--- config.mk ---
export PLATFORM = sky130hd
export DESIGN_NAME = register_dump_engine
export DESIGN_NICKNAME = d
export VERILOG_FILES = /design/src/rtl/register_dump_engine.sv
export SDC_FILE = /design/constraint.sdc
export NUM_CORES = 1
export LEC_CHECK = 0
export CORE_MARGIN = 2
export CORE_UTILIZATION = 35
export DETAILED_ROUTE_END_ITERATION = 6
export GPL_TIMING_DRIVEN = 0
export PLACE_DENSITY = 0.67
export SLEW_MARGIN = 20
export SYNTH_ARGS = -nofsm -noshare
export SYNTH_HDL_FRONTEND = slang
export SYNTH_SLANG_ARGS = --single-unit
--- constraint.sdc ---
create_clock -name clk -period 1.7 [get_ports clk]
set_clock_uncertainty 0.05 [all_clocks]
set_input_delay 0.17 -clock clk [delete_from_list [all_inputs] [get_ports clk]]
set_output_delay 0.17 -clock clk [all_outputs]
set_load 0.03 [all_outputs]
--- src/rtl/register_dump_engine.sv ---
// Debug register dump: walks the architected register file through a dedicated
// one-cycle-latency read port and streams {addr, data} byte pairs over valid/ready.
`timescale 1ns/1ps
module register_dump_engine #(
  parameter int DATA_WIDTH = 8
) (
  input  logic                  clk,
  input  logic                  rst_n,
  input  logic                  dump_req_i,
  input  logic                  abort_i,
  output logic                  busy_o,
  output logic                  done_o,
  output logic                  rf_rd_en_o,
  output logic [3:0]            rf_rd_addr_o,
  input  logic [DATA_WIDTH-1:0] rf_rd_data_i,
  output logic                  out_valid_o,
  input  logic                  out_ready_i,
  output logic [7:0]            out_data_o,
  output logic                  out_last_o
);

  typedef enum logic [3:0] {
    R0 = 4'd0, R1 = 4'd1, R2 = 4'd2, R3 = 4'd3,
    R4 = 4'd4, R5 = 4'd5, R6 = 4'd6, R7 = 4'd7,
    ACC = 4'd8, DBAR = 4'd9, DOFF = 4'd10,
    IBAR = 4'd13, IOFF = 4'd14, STATUS = 4'd15
  } reg_addr_e;

  typedef enum logic [2:0] {
    S_IDLE, S_READ, S_CAPTURE, S_SEND_ADDR, S_SEND_DATA, S_DONE
  } state_e;

  state_e                state_q, state_d;
  reg_addr_e             idx_q, idx_d;
  logic [DATA_WIDTH-1:0] data_q, data_d;
  logic                  hs;

  // Encodings 11 and 12 are unused, so DOFF is followed directly by IBAR.
  function automatic reg_addr_e next_idx(input reg_addr_e cur);
    if (cur == DOFF) return IBAR;
    return reg_addr_e'(4'(cur) + 4'd1);
  endfunction

  always_ff @(posedge clk or negedge rst_n) begin
    if (!rst_n) begin
      state_q <= S_IDLE;
      idx_q   <= R0;
      data_q  <= '0;
    end else begin
      state_q <= state_d;
      idx_q   <= idx_d;
      data_q  <= data_d;
    end
  end

  always_comb begin
    busy_o       = (state_q != S_IDLE);
    done_o       = (state_q == S_DONE);
    rf_rd_en_o   = (state_q == S_READ);
    rf_rd_addr_o = idx_q;
    out_valid_o  = (state_q == S_SEND_ADDR) || (state_q == S_SEND_DATA);
    out_last_o   = (state_q == S_SEND_DATA) && (idx_q == STATUS);
    out_data_o   = 8'h00;
    if (state_q == S_SEND_ADDR) out_data_o = {4'h0, 4'(idx_q)};
    else if (state_q == S_SEND_DATA) out_data_o = data_q;
  end

  assign hs = out_valid_o && out_ready_i;

  always_comb begin
    state_d = state_q;
    idx_d   = idx_q;
    data_d  = data_q;
    case (state_q)
      S_IDLE: begin
        if (dump_req_i) begin
          state_d = S_READ;
          idx_d   = R0;
        end
      end
      S_READ:    state_d = S_CAPTURE;
      S_CAPTURE: begin
        // Single capture per register; later register writes cannot leak in.
        data_d  = rf_rd_data_i;
        state_d = S_SEND_ADDR;
      end
      S_SEND_ADDR: if (hs) state_d = S_SEND_DATA;
      S_SEND_DATA: begin
        if (hs) begin
          if (idx_q == STATUS) state_d = S_DONE;
          else begin
            idx_d   = next_idx(idx_q);
            state_d = S_READ;
          end
        end
      end
      S_DONE:  state_d = S_IDLE;
      default: state_d = S_IDLE;
    endcase
    // Abort wins over any handshake in the same cycle.
    if (abort_i && state_q != S_IDLE) state_d = S_IDLE;
  end

endmodule
==> impl_results.md <==
* Critical path peak fanout at 5
* Layout Utilization at 59.3%
* Via density per instance at 5.21
* Num rows at 17
* Ranking of synthesized cells by area: dfrtp_1, mux2_2, a22o_1
* Clock Path Buffers at 2
* Final WS setup at -72.8 ps
* Post-Synthesis Cells at 75
* Crit path max-delay family: simple AND/OR/NAND/NOR gates
* Final Cycle Share at 104%
* Crit Path Category: flop to output port
* Violated checks: setup timing
* Initial antenna violation count at 0
* Pin count of the biggest net entering global routing at 16
* Flop2flop setup slack at 40 ps
* Router iterations before antenna repair at 4
* Reg power frac at 35.4%
* Area of the die at 2880 um^2
* Final Instance Count excl. Fillers at 144
* Synth-to-layout area growth at 56.5%
* Comb pwr share at 51.6%
* Worst setup path start: state_q[0]$_DFFE_PN0P_
* CTS tree: done
* DR WL/cell at 14.5 um
* CTS Hold Bufs at 0
* CP peak stage delay at 400 ps
* H-Tree Depth at 1
* YS warnings at 0
* Initial Util at 37.9%
* RSZ-0062 raised after global routing: yes
* CP Launch Type: flop
* Share of post-route cells with drive strength above 1 at 46.6%
* Pleak at 0.625 nW
* Hold crit path type: input port to async pin
* Crit-path cells: buf_6 > nor3b_4 > buf_6 > and4_1 > buf_6
* P_int at 0.997 mW
* Reg2reg end: rf_rd_addr_o[0]$_DFFE_PN0P_
* Stages on worst setup path at 5
* Sequential-to-total area share from yosys stat at 43.5%
* Post-synth top area share at 43.5%
* Worst Reg2Reg Path Length in Cells at 4
* Crit path to: out_last_o
* Worst-margin pin slew at 697 ps
* GRT Util Overall at 16.5%
* CP required at 1480 ps
* Number of remaining DRC errors at 0
* Placer congestion estimate at 0.801
* Vias after detailed routing at 750
* Critical Path Most Common Cell: buf_6
* Leading area contributor after synthesis: dfrtp_1
* Crit-path slowest cell: dfrtp_1
* Chip height at 53.6 um
* Syn nets at 90
* Mapped cell area at 862 um^2
* Outcome: finished, violations left
* Seq cells post-synth at 15
* Final setup fails at 8
* Max Slew Vio Count at 0
* Detail Placement HPWL at 1320 um
* Drt total wl at 2090 um
* Gr ovfl total at 0
* Crit path DAT at 1550 ps
* ANT nets after route at 0
* Avg Synthesized Cell Area at 11.5 um^2
* Max Cap Violations at 0
* Synth cell types at 29
* Worst-path clk slew at 90 ps
* Clock sink count at 15
* Core area at 2280 um^2
* ANT cells at 0
* Vias in the first global route at 756
* First-pass GRT wire length at 3380 um
* DIE WIDTH at 53.6 um
* CTS root buffer: clkbuf_4
* Final hold vios at 0
* Skew-Pair Late Insertion Delay at 280 ps
* Port Buffers at 29
* Nets@finish at 132
* Maximum VDD drop at 0.000681 V
* Initial DRC Count at 16
* Clock power share at 13.0%
* TritonCTS buffer count at 3
* Slew HR at 53.4%
* Reg2reg start: rf_rd_addr_o[1]$_DFFE_PN0P_
* Cell area power density at 1160 nW/um^2
* Final min period at 1770 ps
* Achievable Freq at 564 MHz
* Sw Ratio at 36.1%
* Worst setup EP type: output port
* WP buf/inv at 3
* Sw power at 0.563 mW
* Fill count at 207
* Number of cells after detailed placement at 132
* I/O pin total at 30
-- kinds of logic after synthesis --
group,Yosys count,share of synthesized area (%)
AND/OR/NAND/NOR,28,23.1
flip-flops,15,43.5
buffers and inverters,7,3.92
adder cells (fa/ha/maj),2,2.90
multiplexers,11,14.4
AO/OA/AOI/OAI,12,12.2
-- state kept, by name, indices dropped and copies added (netlist names) --
name and flops:
data_q 8, rf_rd_addr_o 4, state_q 3
-- stage by stage --
step | hold slack (ps) | cell area (um^2) | TNS (ps) | total power [mW] | setup slack (ps)
after floorplan | -176 | 865 | 0 | 0.983 | 50.9
after detailed placement | 439 | 1190 | -4270 | 1.18 | -479
final | 255 | 1350 | -282 | 1.56 | -72.8
after global placement | 430 | 1190 | -4030 | 1.16 | -458
after global routing | 294 | 1350 | -1060 | 1.66 | -148
after CTS | 278 | 1290 | -416 | 1.46 | -95.1
-- worst reg2reg max path, stage by stage (launching register included) --
cell and delay [ps]:
dfrtp_2 430, ha_2 220, nand3_1 150, a32oi_4 340
mux2_2 370
-- per-layer routing --
layer  up-vias  track usage, %  wire length [um]
met2        23            25.7              1020
met1       364            22.5               945
li1        359               -                 -
met3         4            2.50                76
met5         -               0                 0
met4         0            7.26                48
-- how the worst min path moves through the flow --
stage | slack [ps] | startpoint | depth (start not counted) | endpoint
2_1_floorplan | -180 | rst_n | 0 | data_q[0]$_DFFE_PN0N_
3_3_place_gp | 430 | data_q[4]$_DFFE_PN0N_ | 1 | data_q[4]$_DFFE_PN0N_
3_5_place_dp | 440 | data_q[4]$_DFFE_PN0N_ | 1 | data_q[4]$_DFFE_PN0N_
4_1_cts | 280 | rst_n | 1 | data_q[0]$_DFFE_PN0N_
5_1_grt | 290 | rst_n | 1 | rf_rd_addr_o[2]$_DFFE_PN0P_
6_report | 250 | rst_n | 1 | data_q[3]$_DFFE_PN0N_
-- power groups by stage --
stage	Sequential, mW	Combinational [mW]	Clock [mW]
after floorplan	0.539	0.444	0
after global placement	0.543	0.617	0
after detailed placement	0.550	0.628	0
after CTS	0.552	0.702	0.203
after global routing	0.572	0.865	0.228
final	0.552	0.805	0.203
-- cells in the final DEF (no fill, tap or decap), types with 3 or more instances in the layout --
cell,instances
a22o_1,4
and2_4,4
and3_1,3
and3b_1,3
buf_2,3
buf_4,8
buf_6,13
clkbuf_4,3
clkdlybuf4s50_1,14
dfrtp_1,13
mux2_2,11
nor3b_1,4
-- synthesized netlist by cell type --
library cell and number:
dfrtp_1 15, mux2_2 11, a22o_1 4, and2_1 4
nor3b_1 4, and3_1 3, and3b_1 3, buf_2 3
a211o_1 2, ha_1 2, inv_1 2, nand2_1 2
nand3_1 2, nor2_1 2, nor3_1 2, a211oi_1 1
a21bo_2 1, a21oi_1 1, a32oi_2 1, and4_1 1
buf_4 1, clkbuf_1 1, nand4bb_1 1, nor3b_2 1
nor3b_4 1, nor4_1 1, o21a_1 1, o22ai_1 1
or2_2 1
-- cell type report --
type | instances | area [um^2] | area share, %
well taps | 28 | 35.0 | 2.60
plain buffers | 4 | 35.0 | 2.60
multi-input cells | 53 | 497 | 36.8
clock inverters | 1 | 5.00 | 0.371
clock buffers | 3 | 22.5 | 1.67
inverters | 2 | 7.51 | 0.557
flip-flops and latches | 15 | 378 | 28.0
repair buffers | 38 | 369 | 27.4
-- timing repair --
item	in CTS	in global routing
gates cloned	1	0
pin swaps	2	9
resized for setup	85	17
setup buffers	5	3
setup endpoints to repair	15	24
Note: power is estimated with default switching activity, not from simulation.
==> RTL edit, RTL diff (same settings) <==
Make the reset (`rst_n`) synchronous in one clocked block.
--- a/src/rtl/register_dump_engine.sv
+++ b/src/rtl/register_dump_engine.sv
@@ -41,7 +41,7 @@
     return reg_addr_e'(4'(cur) + 4'd1);
   endfunction
 
-  always_ff @(posedge clk or negedge rst_n) begin
+  always_ff @(posedge clk) begin
     if (!rst_n) begin
       state_q <= S_IDLE;
       idx_q   <= R0;
Behaviour: differs if rst_n is asserted again (counterexample within 4 cycles, from zero or initial values and one cycle with rst_n low); with rst_n held inactive, the same outputs for 10 cycles.
==> RTL edit against the original RTL <==
The flow still finishes with violations (setup timing). Sequential cell count did not move. Wire length is 2.6% higher. Utilization shrank 4.5 points. Cell area decreased by 1.2%. Count of clock-buffer cells in the layout grew 1. Worst setup slack improved by 52 ps. Worst hold slack better by 190 ps. Area after synthesis increased by 2.0%. Largest cell class unchanged. Highest routed layer unchanged.
Power is not compared: it rests on default switching activity, and its combinational part moved more than twofold at a synthesized area within 25%.
==> RTL edit: results (changes against the original RTL) <==
Setup path
  • Worst Setup EP: out_data_o[1]
  • CP max stage delay: 340 ps (-60 ps)
  • Worst r2r src: state_q[1]$_SDFFE_PP0P_
  • CP Class: reg2out
  • Reg-to-reg setup timing slack: 110 ps (+70 ps)
  • Cell family with most CP delay: buffers and inverters
  • Critical path's slowest cell: dfxtp_2
  • Crit Path Max Fanout: 5 (unchanged)
  • Worst reg2reg path depth: 5 (+1)
  • WP data arrival: 1500 ps (-50 ps)
  • FF-to-FF End: rf_rd_addr_o[1]$_SDFFE_PN0P_

Logic synthesis
  • Synth Warn #: 0 (unchanged)
  • Netlist cell types: 32 (+10%)
  • Ys flop type: dfxtp_1
  • Top cells by count, synth: dfxtp_1 (15), nor2b_1 (11), mux2i_1 (10), nand2_1 (6), and2_1 (5)
  • Async S/R FF share, synth: 0% (-100 points)
  • Register area share after synthesis: 34.14% (-9.4 points)
  • Synth top area cells: dfxtp_1 (34%), mux2i_1 (11%), nor2b_1 (7.8%), a22o_1 (4.0%), and2_1 (3.6%)
  • Post-Synthesis Net Count: 109 (+21%)

Global route
  • Initial antenna violation count: 0 (unchanged)
  • Largest net degree at the start of global routing: 11 (-5)
  • Total GRT Usage: 16.52% (+0.062 points)
  • First-pass GRT wire length: 3450 um (+2.0%)
  • Vias in the first global route: 753 (-0.40%)

Status
  • Status: finished, violations left
  • Failing checks: setup timing

STA
  • PnR worst setup slack: -20.94 ps (+51.87 ps)
  • Slew Viols, Final: 0 (unchanged)
  • Final setup viols: 3 (-5)
  • Endpoints failing hold: 0 (unchanged)
  • Setup TNS: -34.31 ps (+247.5 ps)
  • Slew headroom: 76.30% (+23 points)
  • Worst hold slack: 446.4 ps (+191.8 ps)

Clock tree
  • Clock root buffer: clkbuf_4
  • Clk buf depth: 2 (unchanged)
  • Clk Latency, worst-skew pair: 290 ps
  • Clock Pin Slew Worst Setup and Hold Paths: 100 ps
  • TritonCTS buffer count: 3 (unchanged)

Finish
  • Largest register FFs: 8 (unchanged)
  • Nets: 151 (+14%)
  • Reg with most FFs: data_q
  • Ant. Diodes: 0 (unchanged)
  • Share of layout cells above drive strength 1: 30.37% (-16 points)

Placement
  • I/O Buffers: 29 (unchanged)
  • RD Place Congestion: 0.7010 (-12%)
  • Placement Cell Area: 1207 um^2 (+1.5%)
  • Detail Placement HPWL: 1483 um (+13%)

Worst hold path
  • Hold path depth: 3
  • Worst Hold Class: in2reg
  • Worst Hold End: data_q[0]$_SDFFE_PN0P_
  • Hold_sp: rf_rd_data_i[0]

Pwr
  • Worst vdd ir: 435.7 uV
  • Lkg Pwr: 0.5678 nW

Routing
  • DRT iter0 DRCs: 6 (-10)
  • DRT Wirelength: 2141 um (+2.6%)
  • Vias: 825 (+10%)
RTL edit: logic make-up (layout without fill, tap and decap cells):
kind of cell,count (synthesis),in the layout,share of synthesized area (%)
AND/OR/NAND/NOR,40,40,31.01
AO/OA/AOI/OAI,17,17,15.08
flip-flops,15,15,34.14
multiplexers,10,10,11.38
buffers and inverters,10,51,5.547
adder cells (fa/ha/maj),2,2,2.844
RTL edit: metrics by stage:
stage | instances | setup WS [ps]
floorplan | 94 | 180.4
global placement | 153 | -576.2
detailed placement | 153 | -592.5
CTS | 162 | -48.15
global route | 165 | -88.17
finish | 165 | -20.94
RTL edit: final cells by class:
| class | instances | area [um^2] |
|---|---|---|
| Timing Repair Buffer | 38 | 360.3 |
| Buffer | 6 | 56.30 |
| Sequential cell | 15 | 305.3 |
| Inverter | 3 | 11.26 |
| Multi-Input combinational cell | 69 | 535.5 |
| Tap cell | 30 | 37.54 |
| Clock buffer | 4 | 26.28 |
| Fill cell | 231 | 1100 |
RTL edit: per-layer routing:
metal,routed length (um),global-route usage [%]
met4,19,3.750
met3,116,5.556
met5,0,0
met1,1001,21.27
met2,1004,26.51
RTL edit: what timing repair did:
item | in CTS | in global routing
buffers inserted | 5 | 4
pin swaps | 2 | 5
setup endpoints to repair | 15 | 11
resized for setup | 90 | 9
gates cloned | 1 | 0
RTL edit: worst min-delay path: stages:
cell and delay [ps]:
clkdlybuf4s50_1 390, mux2i_1 130, nor2b_1 50
RTL edit: where the power goes:
| part | switching (mW) | internal (mW) | total, mW |
|---|---|---|---|
| Sequential | 0.0115 | 0.369 | 0.381 |
| Clock | 0.124 | 0.0912 | 0.215 |
| Combinational | 0.0899 | 0.105 | 0.195 |
